File: config.mk
export PLATFORM = sky130hd
export DESIGN_NAME = reset_release_sequencer
export DESIGN_NICKNAME = d
export VERILOG_FILES = /design/src/rtl/reset_seq_pkg.sv /design/src/rtl/reset_release_sequencer_rr_arbiter.sv /design/src/rtl/reset_release_sequencer.sv
export SDC_FILE = /design/constraint.sdc
export NUM_CORES = 1
export LEC_CHECK = 0
export ABC_AREA = 1
export CORE_UTILIZATION = 42
export CTS_CLUSTER_DIAMETER = 80
export DETAILED_ROUTE_END_ITERATION = 8
export PLACE_DENSITY = 0.74
export SLEW_MARGIN = 40
export SYNTH_ARGS = -nofsm -noshare
export SYNTH_HDL_FRONTEND = slang
export SYNTH_SLANG_ARGS = --single-unit
export TNS_END_PERCENT = 5
File: constraint.sdc
create_clock -name CLK -period 3.05 [get_ports CLK]
set_clock_uncertainty 0.05 [all_clocks]
set_input_delay 0.305 -clock CLK [delete_from_list [all_inputs] [get_ports CLK]]
set_output_delay 0.305 -clock CLK [all_outputs]
set_load 0.02 [all_outputs]
File: src/rtl/reset_seq_pkg.sv
// Shared types and constants for the reset release sequencer.
// Holds the FSM state encoding, default parameter values and width helpers.
package reset_seq_pkg;

  typedef enum logic [1:0] {
    IDLE    = 2'd0,
    ASSERT  = 2'd1,
    RELEASE = 2'd2
  } state_e;

  localparam int DEF_N_DOM       = 4;
  localparam int DEF_N_REQ       = 2;
  localparam int DEF_HOLD_CYCLES = 8;
  localparam int DEF_STAGGER     = 2;

  // Counter must reach max(hold, stagger)-1; one spare bit keeps the
  // terminal compare free of overflow corner cases.
  function automatic int cnt_w(input int hold, input int stagger);
    int m;
    m = (hold > stagger) ? hold : stagger;
    return $clog2(m) + 1;
  endfunction

  // Index width for a population of n items, never narrower than one bit.
  function automatic int idx_w(input int n);
    return (n > 1) ? $clog2(n) : 1;
  endfunction

endpackage

File: src/rtl/reset_release_sequencer_rr_arbiter.sv
// Combinational round-robin arbiter: grants the lowest requesting index at or
// above ptr_i, wrapping to index 0 when nothing at or above ptr_i is requesting.
module rr_arbiter
  import reset_seq_pkg::*;
#(
  parameter int N_REQ = DEF_N_REQ,
  localparam int PTR_W = idx_w(N_REQ)
) (
  input  logic [N_REQ-1:0] req_i,
  input  logic [PTR_W-1:0] ptr_i,
  output logic [N_REQ-1:0] grant_o,
  output logic [PTR_W-1:0] idx_o
);

  logic found;

  // Two passes: first the indices at/above the pointer, then the wrap-around.
  always_comb begin
    grant_o = '0;
    idx_o   = '0;
    found   = 1'b0;
    for (int i = 0; i < N_REQ; i++) begin
      if (!found && req_i[i] && (i >= int'(ptr_i))) begin
        grant_o[i] = 1'b1;
        idx_o      = PTR_W'(i);
        found      = 1'b1;
      end
    end
    for (int i = 0; i < N_REQ; i++) begin
      if (!found && req_i[i]) begin
        grant_o[i] = 1'b1;
        idx_o      = PTR_W'(i);
        found      = 1'b1;
      end
    end
  end

endmodule

File: src/rtl/reset_release_sequencer.sv
// Reset release sequencer: asserts all domain resets, holds them, then releases
// one domain at a time (index 0 first) with a fixed stagger. Soft-reset
// requests are granted round-robin in IDLE and replay the whole sequence.
// Optional macro RST_SEQ_DOM_MASK_EN adds dom_mask: masked domains stay
// released during soft sequences (mask sampled at grant only).
//
// Handshake: req[k] is a level held high until ack[k] pulses for one cycle;
// ack is only issued in IDLE while RESETN is high, and a request seen in any
// other state is simply left pending by the requester.
module reset_release_sequencer
  import reset_seq_pkg::*;
#(
  parameter int N_DOM       = DEF_N_DOM,
  parameter int N_REQ       = DEF_N_REQ,
  parameter int HOLD_CYCLES = DEF_HOLD_CYCLES,
  parameter int STAGGER     = DEF_STAGGER
) (
  input  logic             CLK,
  input  logic             RESETN,
  input  logic [N_REQ-1:0] req,
`ifdef RST_SEQ_DOM_MASK_EN
  input  logic [N_DOM-1:0] dom_mask,
`endif
  output logic [N_REQ-1:0] ack,
  output logic [N_DOM-1:0] rst_out,
  output logic             busy,
  output logic             done,
  output logic [1:0]       dbg_state_o
);

  localparam int CNT_W = cnt_w(HOLD_CYCLES, STAGGER);
  localparam int IDX_W = idx_w(N_DOM);
  localparam int PTR_W = idx_w(N_REQ);

  state_e           state_q, state_d;
  logic [CNT_W-1:0] cnt_q, cnt_d;
  logic [IDX_W-1:0] idx_q, idx_d;
  logic [PTR_W-1:0] rr_ptr_q, rr_ptr_d;
  logic [N_DOM-1:0] rst_q, rst_d;
  logic             done_q, done_d;
  logic [N_REQ-1:0] ack_c;
  logic [N_REQ-1:0] gnt;
  logic [PTR_W-1:0] gnt_idx;
  logic [N_DOM-1:0] grant_mask;

`ifdef RST_SEQ_DOM_MASK_EN
  assign grant_mask = dom_mask;
`else
  assign grant_mask = '0;
`endif

  rr_arbiter #(.N_REQ(N_REQ)) u_arb (
    .req_i   (req),
    .ptr_i   (rr_ptr_q),
    .grant_o (gnt),
    .idx_o   (gnt_idx)
  );

  // State register; RESETN low aborts any sequence and restarts from ASSERT.
  always_ff @(posedge CLK) begin
    if (!RESETN) begin
      state_q  <= ASSERT;
      cnt_q    <= '0;
      idx_q    <= '0;
      rr_ptr_q <= '0;
      rst_q    <= '1;
      done_q   <= 1'b0;
    end else begin
      state_q  <= state_d;
      cnt_q    <= cnt_d;
      idx_q    <= idx_d;
      rr_ptr_q <= rr_ptr_d;
      rst_q    <= rst_d;
      done_q   <= done_d;
    end
  end

  // Next-state logic: hold count, staggered release, round-robin grant in IDLE.
  always_comb begin
    state_d  = state_q;
    cnt_d    = cnt_q;
    idx_d    = idx_q;
    rr_ptr_d = rr_ptr_q;
    rst_d    = rst_q;
    done_d   = done_q;
    ack_c    = '0;
    case (state_q)
      ASSERT: begin
        if (cnt_q == CNT_W'(HOLD_CYCLES - 1)) begin
          state_d = RELEASE;
          cnt_d   = '0;
          idx_d   = '0;
        end else begin
          cnt_d = cnt_q + CNT_W'(1);
        end
      end
      RELEASE: begin
        if (cnt_q == CNT_W'(STAGGER - 1)) begin
          cnt_d        = '0;
          rst_d[idx_q] = 1'b0;
          if (idx_q == IDX_W'(N_DOM - 1)) begin
            state_d = IDLE;
            done_d  = 1'b1;
          end else begin
            idx_d = idx_q + IDX_W'(1);
          end
        end else begin
          cnt_d = cnt_q + CNT_W'(1);
        end
      end
      IDLE: begin
        if (RESETN && (gnt != '0)) begin
          ack_c    = gnt;
          state_d  = ASSERT;
          cnt_d    = '0;
          idx_d    = '0;
          rst_d    = ~grant_mask;
          done_d   = 1'b0;
          rr_ptr_d = (gnt_idx == PTR_W'(N_REQ - 1)) ? '0 : gnt_idx + PTR_W'(1);
        end
      end
      default: begin
        state_d = ASSERT;
        cnt_d   = '0;
        idx_d   = '0;
        rst_d   = '1;
        done_d  = 1'b0;
      end
    endcase
  end

  assign ack         = ack_c;
  assign rst_out     = rst_q;
  assign busy        = (state_q != IDLE);
  assign done        = done_q;
  assign dbg_state_o = state_q;

endmodule
# Yosys cells after proc, flatten, opt, wreduce, memory -nomap -nowiden
# Cells that the tools add are included.
[word_totals]
elab_cells = 76
output_inout_bits = 10
register_bits = 14
[op_classes]
muxes = 34
reduce_logical = 17
magnitude_cmp = 3
n_addsub = 3
n_bitwise = 3
n_eq_ne = 10
[op_table]
columns = ["op", "count"]
rows = [
  ["one-hot mux 4 bit (3 select lines)", 2],
  ["2-to-1 mux 2 bit", 10],
  ["2-to-1 mux 4 bit", 5],
  ["2-to-1 mux 1 bit", 13],
  ["one-hot mux 2 bit (3 select lines)", 2],
  ["AND reduction 4 bit", 3],
  ["!= test 2 bit (second input constant)", 5],
  ["logical AND 1 bit", 6],
  ["adder 4 x 1 -> 4 bit (second input constant)", 1],
  ["bitwise AND 4 bit", 1],
  ["equality test 2 bit (second input constant)", 2],
  ["equality test 4 x 1 -> 1 bit (second input constant)", 1],
  ["equality test 4 x 3 -> 1 bit (second input constant)", 1],
  ["inverter 4 bit", 1],
  ["nonzero test 2 bit", 2],
  ["zero test 1 bit", 3],
  ["less-than comparator 2 x 3 -> 1 bit (second input constant)", 1],
  ["one-hot mux 1 bit (3 select lines)", 1],
  ["AND reduction 3 bit", 1],
  ["adder 2 x 1 -> 2 bit (second input constant)", 1],
  ["demux 1 bit (select 2 bit)", 1],
  ["equality test 2 x 1 -> 1 bit (second input constant)", 1],
  [">= comparator 2 x 1 -> 1 bit (second input constant)", 1],
  ["zero test 2 bit", 1],
  ["other kinds (4)", 4],
]

# Logic depth before layout (Yosys ltp)
[depth]
depth_word = 16
depth_mapped = 9

# By module
# From an unflattened synthesis, not the netlist that was laid out.
[hier_totals]
cells_unflattened = 118
area_unflattened_um2 = 870.8
[modules_own_cells]
columns = ["module", "seq_area_each_um2", "area_each_um2", "cells_per_inst", "n_inst"]
rows = [
  ["reset_release_sequencer", 280.3, 842.1, 113, 1],
  ["rr_arbiter", 0.0, 28.8, 5, 1],
]

# Worst setup path after synthesis
# No wires, ideal clock.
[synth_timing]
kind = "register -> register"
from = "register state_q[0] (netlist: dbg_state_o[0])"
to = "register state_q[1] (netlist: dbg_state_o[1])"
path_buffers = 0
setup_ns = 0.113
slack_ns = 1.595
path_stages_with_launch = 9
arrival_ns = 1.292
required_time_ns = 2.887
cell_sequence = "dfxtp_1 inv_1 ha_1 nand2_1 nand2_2 nor2_2 nand2_1 nand2_1 nor2_1"
[synth_between]
elab_chain_len = 3
[synth_lines]
columns = ["item", "line", "text"]
rows = [
  ["from (decl)", "reset_release_sequencer.sv:35", "state_e state_q, state_d;"],
  ["from (signal assigned)", "reset_release_sequencer.sv:69", "state_q <= state_d;"],
  ["equality test 2 bit (tied with other cells)", "reset_release_sequencer.sv:87", "case (state_q)"],
  ["!= test 2 bit (no line)", "--", ""],
  ["AND reduction 4 bit (no line)", "--", ""],
]
# Parallel ways exist; a longest one is shown, timed or not.
# A chain may end at the register's enable or synchronous reset.

# Worst setup path in the final report
[layout_timing]
from = "input port RESETN"
to = "output port ack[1]"
[layout_between]
elab_chain_len = 3
[layout_lines]
columns = ["item", "line", "text"]
rows = [
  ["from (decl)", "reset_release_sequencer.sv:19", "input logic RESETN,"],
  ["logical AND 1 bit", "reset_release_sequencer.sv:112", "if (RESETN && (gnt != '0)) begin"],
  ["2-to-1 mux 2 bit", "reset_release_sequencer.sv:112", ""],
  ["2-to-1 mux 2 bit", "reset_release_sequencer.sv:87", ""],
  ["to (decl)", "reset_release_sequencer.sv:24", "output logic [N_REQ-1:0] ack,"],
]
# Every way passes these cells.

==> flow_metrics.env <==
export IMPL_dp_hpwl_um=1170
export IMPL_fp_dieW_um=45.4
export IMPL_grt_use_total=0.157
export IMPL_cp_required_ns=2.69
export IMPL_hold_start="done"
export IMPL_antenna_found_initial=0
export IMPL_crit_path_end_kind="output pin"
export IMPL_grt_max_degree=9
export IMPL_max_freq_mhz=413
export IMPL_post_route_drc_count=0
export IMPL_hold_buffers=0
export IMPL_cts_made_buffers=3
export IMPL_ys_seq_area_frac=0.354
export IMPL_ir_drop_mv=0.464
export IMPL_path_class="input port to output pin"
export IMPL_r2r_slack_ns=1.56
export IMPL_syn_num_nets=125
export IMPL_post_cts_setup_buffers=0
export IMPL_cts_resized=0
export IMPL_synth_edff_count=0
export IMPL_clkTransAtPathRegs_ns=0.08
export IMPL_synth_flop_cell="dfxtp_1"
export IMPL_io_buffers=13
export IMPL_outcome="finished clean"
export IMPL_synth_area_per_cell_um2=7.07
export IMPL_r2r_start="dbg_state_o[0]"
export IMPL_clock_latency_ns=0.27
export IMPL_rsz0062_at_grt="no"
export IMPL_syn_inst=112
export IMPL_worst_path_max_fanout=8
export IMPL_area_growth_pct=25.0
export IMPL_final_cell_mix="23 x nand2_1, 20 x inv_1, 14 x dfxtp_1, 13 x clkdlybuf4s50_1, 11 x nor2_1"
export IMPL_synthDistinctLibCells=18
export IMPL_gr_total_overflow=0
export IMPL_ant_nets=0
export IMPL_clk_path_buf_depth=2
export IMPL_root_buffer="clkbuf_4"
export IMPL_hold_ws_ns=0.397
export IMPL_drt_wl_total_um=1430
export IMPL_endpoint="ack[1]"
export IMPL_vias_per_cell=4.73
export IMPL_finalCriticalPeriod_ns=2.42
export IMPL_maxCapViolCount=0
export IMPL_worstSetupStartpointType="input port"
export IMPL_initial_utilization=0.454
export IMPL_multi_input_area_um2=433
export IMPL_fp_dieH_um=45.4
export IMPL_nFillCells=166
export IMPL_rr_endpoint="idx_q[1]"
export IMPL_p_per_area_nw_per_um2=877
export IMPL_rr_worst_depth=8
export IMPL_grt_pass1_wl_um=2410
export IMPL_cts_sinks=14
export IMPL_hold_depth=2
export IMPL_drive_gt1_frac=0.0853
export IMPL_startpoint="RESETN"
export IMPL_gp_congestion=0.799
export IMPL_grt_pass1_vias=621
export IMPL_p_leak_nw=0.458
export IMPL_slew_headroom=0.812
export IMPL_cts_max_level=1
export IMPL_wl_per_cell_um=9.29
export IMPL_hold_class="flip-flop to flip-flop"
export IMPL_rows=15
export IMPL_num_vias=729
export IMPL_core_um2=1750
export IMPL_io_pins=14
export IMPL_n_antenna_cell=0
export IMPL_final_max_slew_viol_count=0
export IMPL_yosysWarnings=0
export IMPL_cts_tree="done"
export IMPL_mostFrequentLayoutCell="nand2_1"
export IMPL_drtIter0Drc=23
export IMPL_dieArea_um2=2060
export IMPL_final_setup_viol_count=0
export IMPL_regArea_um2=280
export IMPL_max_slew_worst_pin_slew_ns=0.281
export IMPL_syn_area_um2=792
export IMPL_setup_tns_ns=0
export IMPL_finalHoldViolations=0
export IMPL_period_share=0.793
export IMPL_nets=143
export IMPL_ys_async_sr_fraction=0
export IMPL_yosys_register_bits=14
export IMPL_first_pass_iters=4
export IMPL_worstPathArrival_ns=2.06
==> through the flow <==
stage	std cells	area [um^2]	worst slack [ns]	util	power, mW
after floorplan	112	792	1.60	-	0.606
after global placement	150	953	0.698	0.546	0.729
after detailed placement	150	953	0.650	0.546	0.739
after CTS	154	990	0.646	0.567	0.872
after global routing	154	990	0.504	0.567	0.949
final	154	990	0.631	0.567	0.868
==> power by group <==
group,switching [mW],internal [mW]
combinational,0.281,0.184
clock,0.0608,0.0725
sequential,0.0397,0.230
total,0.382,0.487
==> synthesized netlist by cell type (2+ instances only) <==
cell type  number  area, um^2
nand2_1        23        86.3
inv_1          20        75.1
dfxtp_1        14         280
nor2_1         11        41.3
ha_1            9         113
o21ai_0         7        35.0
a21oi_1         6        30.0
nand3_1         6        30.0
nor2_2          3        18.8
nand2_2         2        12.5
nand4_1         2        12.5
nor3_1          2        10.0
o21ai_1         2        10.0
==> state kept, by name (all words and copies together), names as in the netlist <==
name / cells
cnt_q: 4
done: 1
rr_ptr_q: 1
rst_out: 4
idx_q: 2
dbg_state_o: 2
==> cell type report <==
cell class / instances / area share
multi-input combinational: 77 / 0.437
sequential: 14 / 0.283
timing repair buffer: 13 / 0.131
inverter: 21 / 0.0796
clock buffer: 4 / 0.0367
tap: 25 / 0.0316
==> cells by family (layout without fill, tap and decap cells) <==
| kind of cell | after synthesis | count (layout) | synth area share |
|---|---|---|---|
| xor+xnor | 1 | 1 | 0.0111 |
| compound gates | 16 | 16 | 0.104 |
| flops | 14 | 14 | 0.354 |
| buf+inv | 21 | 38 | 0.0995 |
| simple gates | 51 | 51 | 0.289 |
| fa+ha+maj | 9 | 9 | 0.142 |
==> worst min path at each step <==
stage / endpoint / slack [ns]
5_1_grt: done / 0.43
3_5_place_dp: done / 0.39
3_3_place_gp: done / 0.39
2_1_floorplan: dbg_state_o[0] / 0.34
4_1_cts: done / 0.40
6_report: done / 0.40
==> critical path, stage by stage <==
cell and delay (ns):
clkdlybuf4s50_1 0.63, inv_2 0.11, nor2_2 0.15, nand2_1 0.10, nor2_1 0.14, clkdlybuf4s50_1 0.63
==> layer usage <==
metal  track usage  wire length (um)  up-vias
met5             0                 0        -
met4        0.0727                 0        0
met3        0.0119                60        0
met2         0.237               654       17
met1         0.226               715      326
li1              -                 -      386
Power figures use the tool's default switching activity.
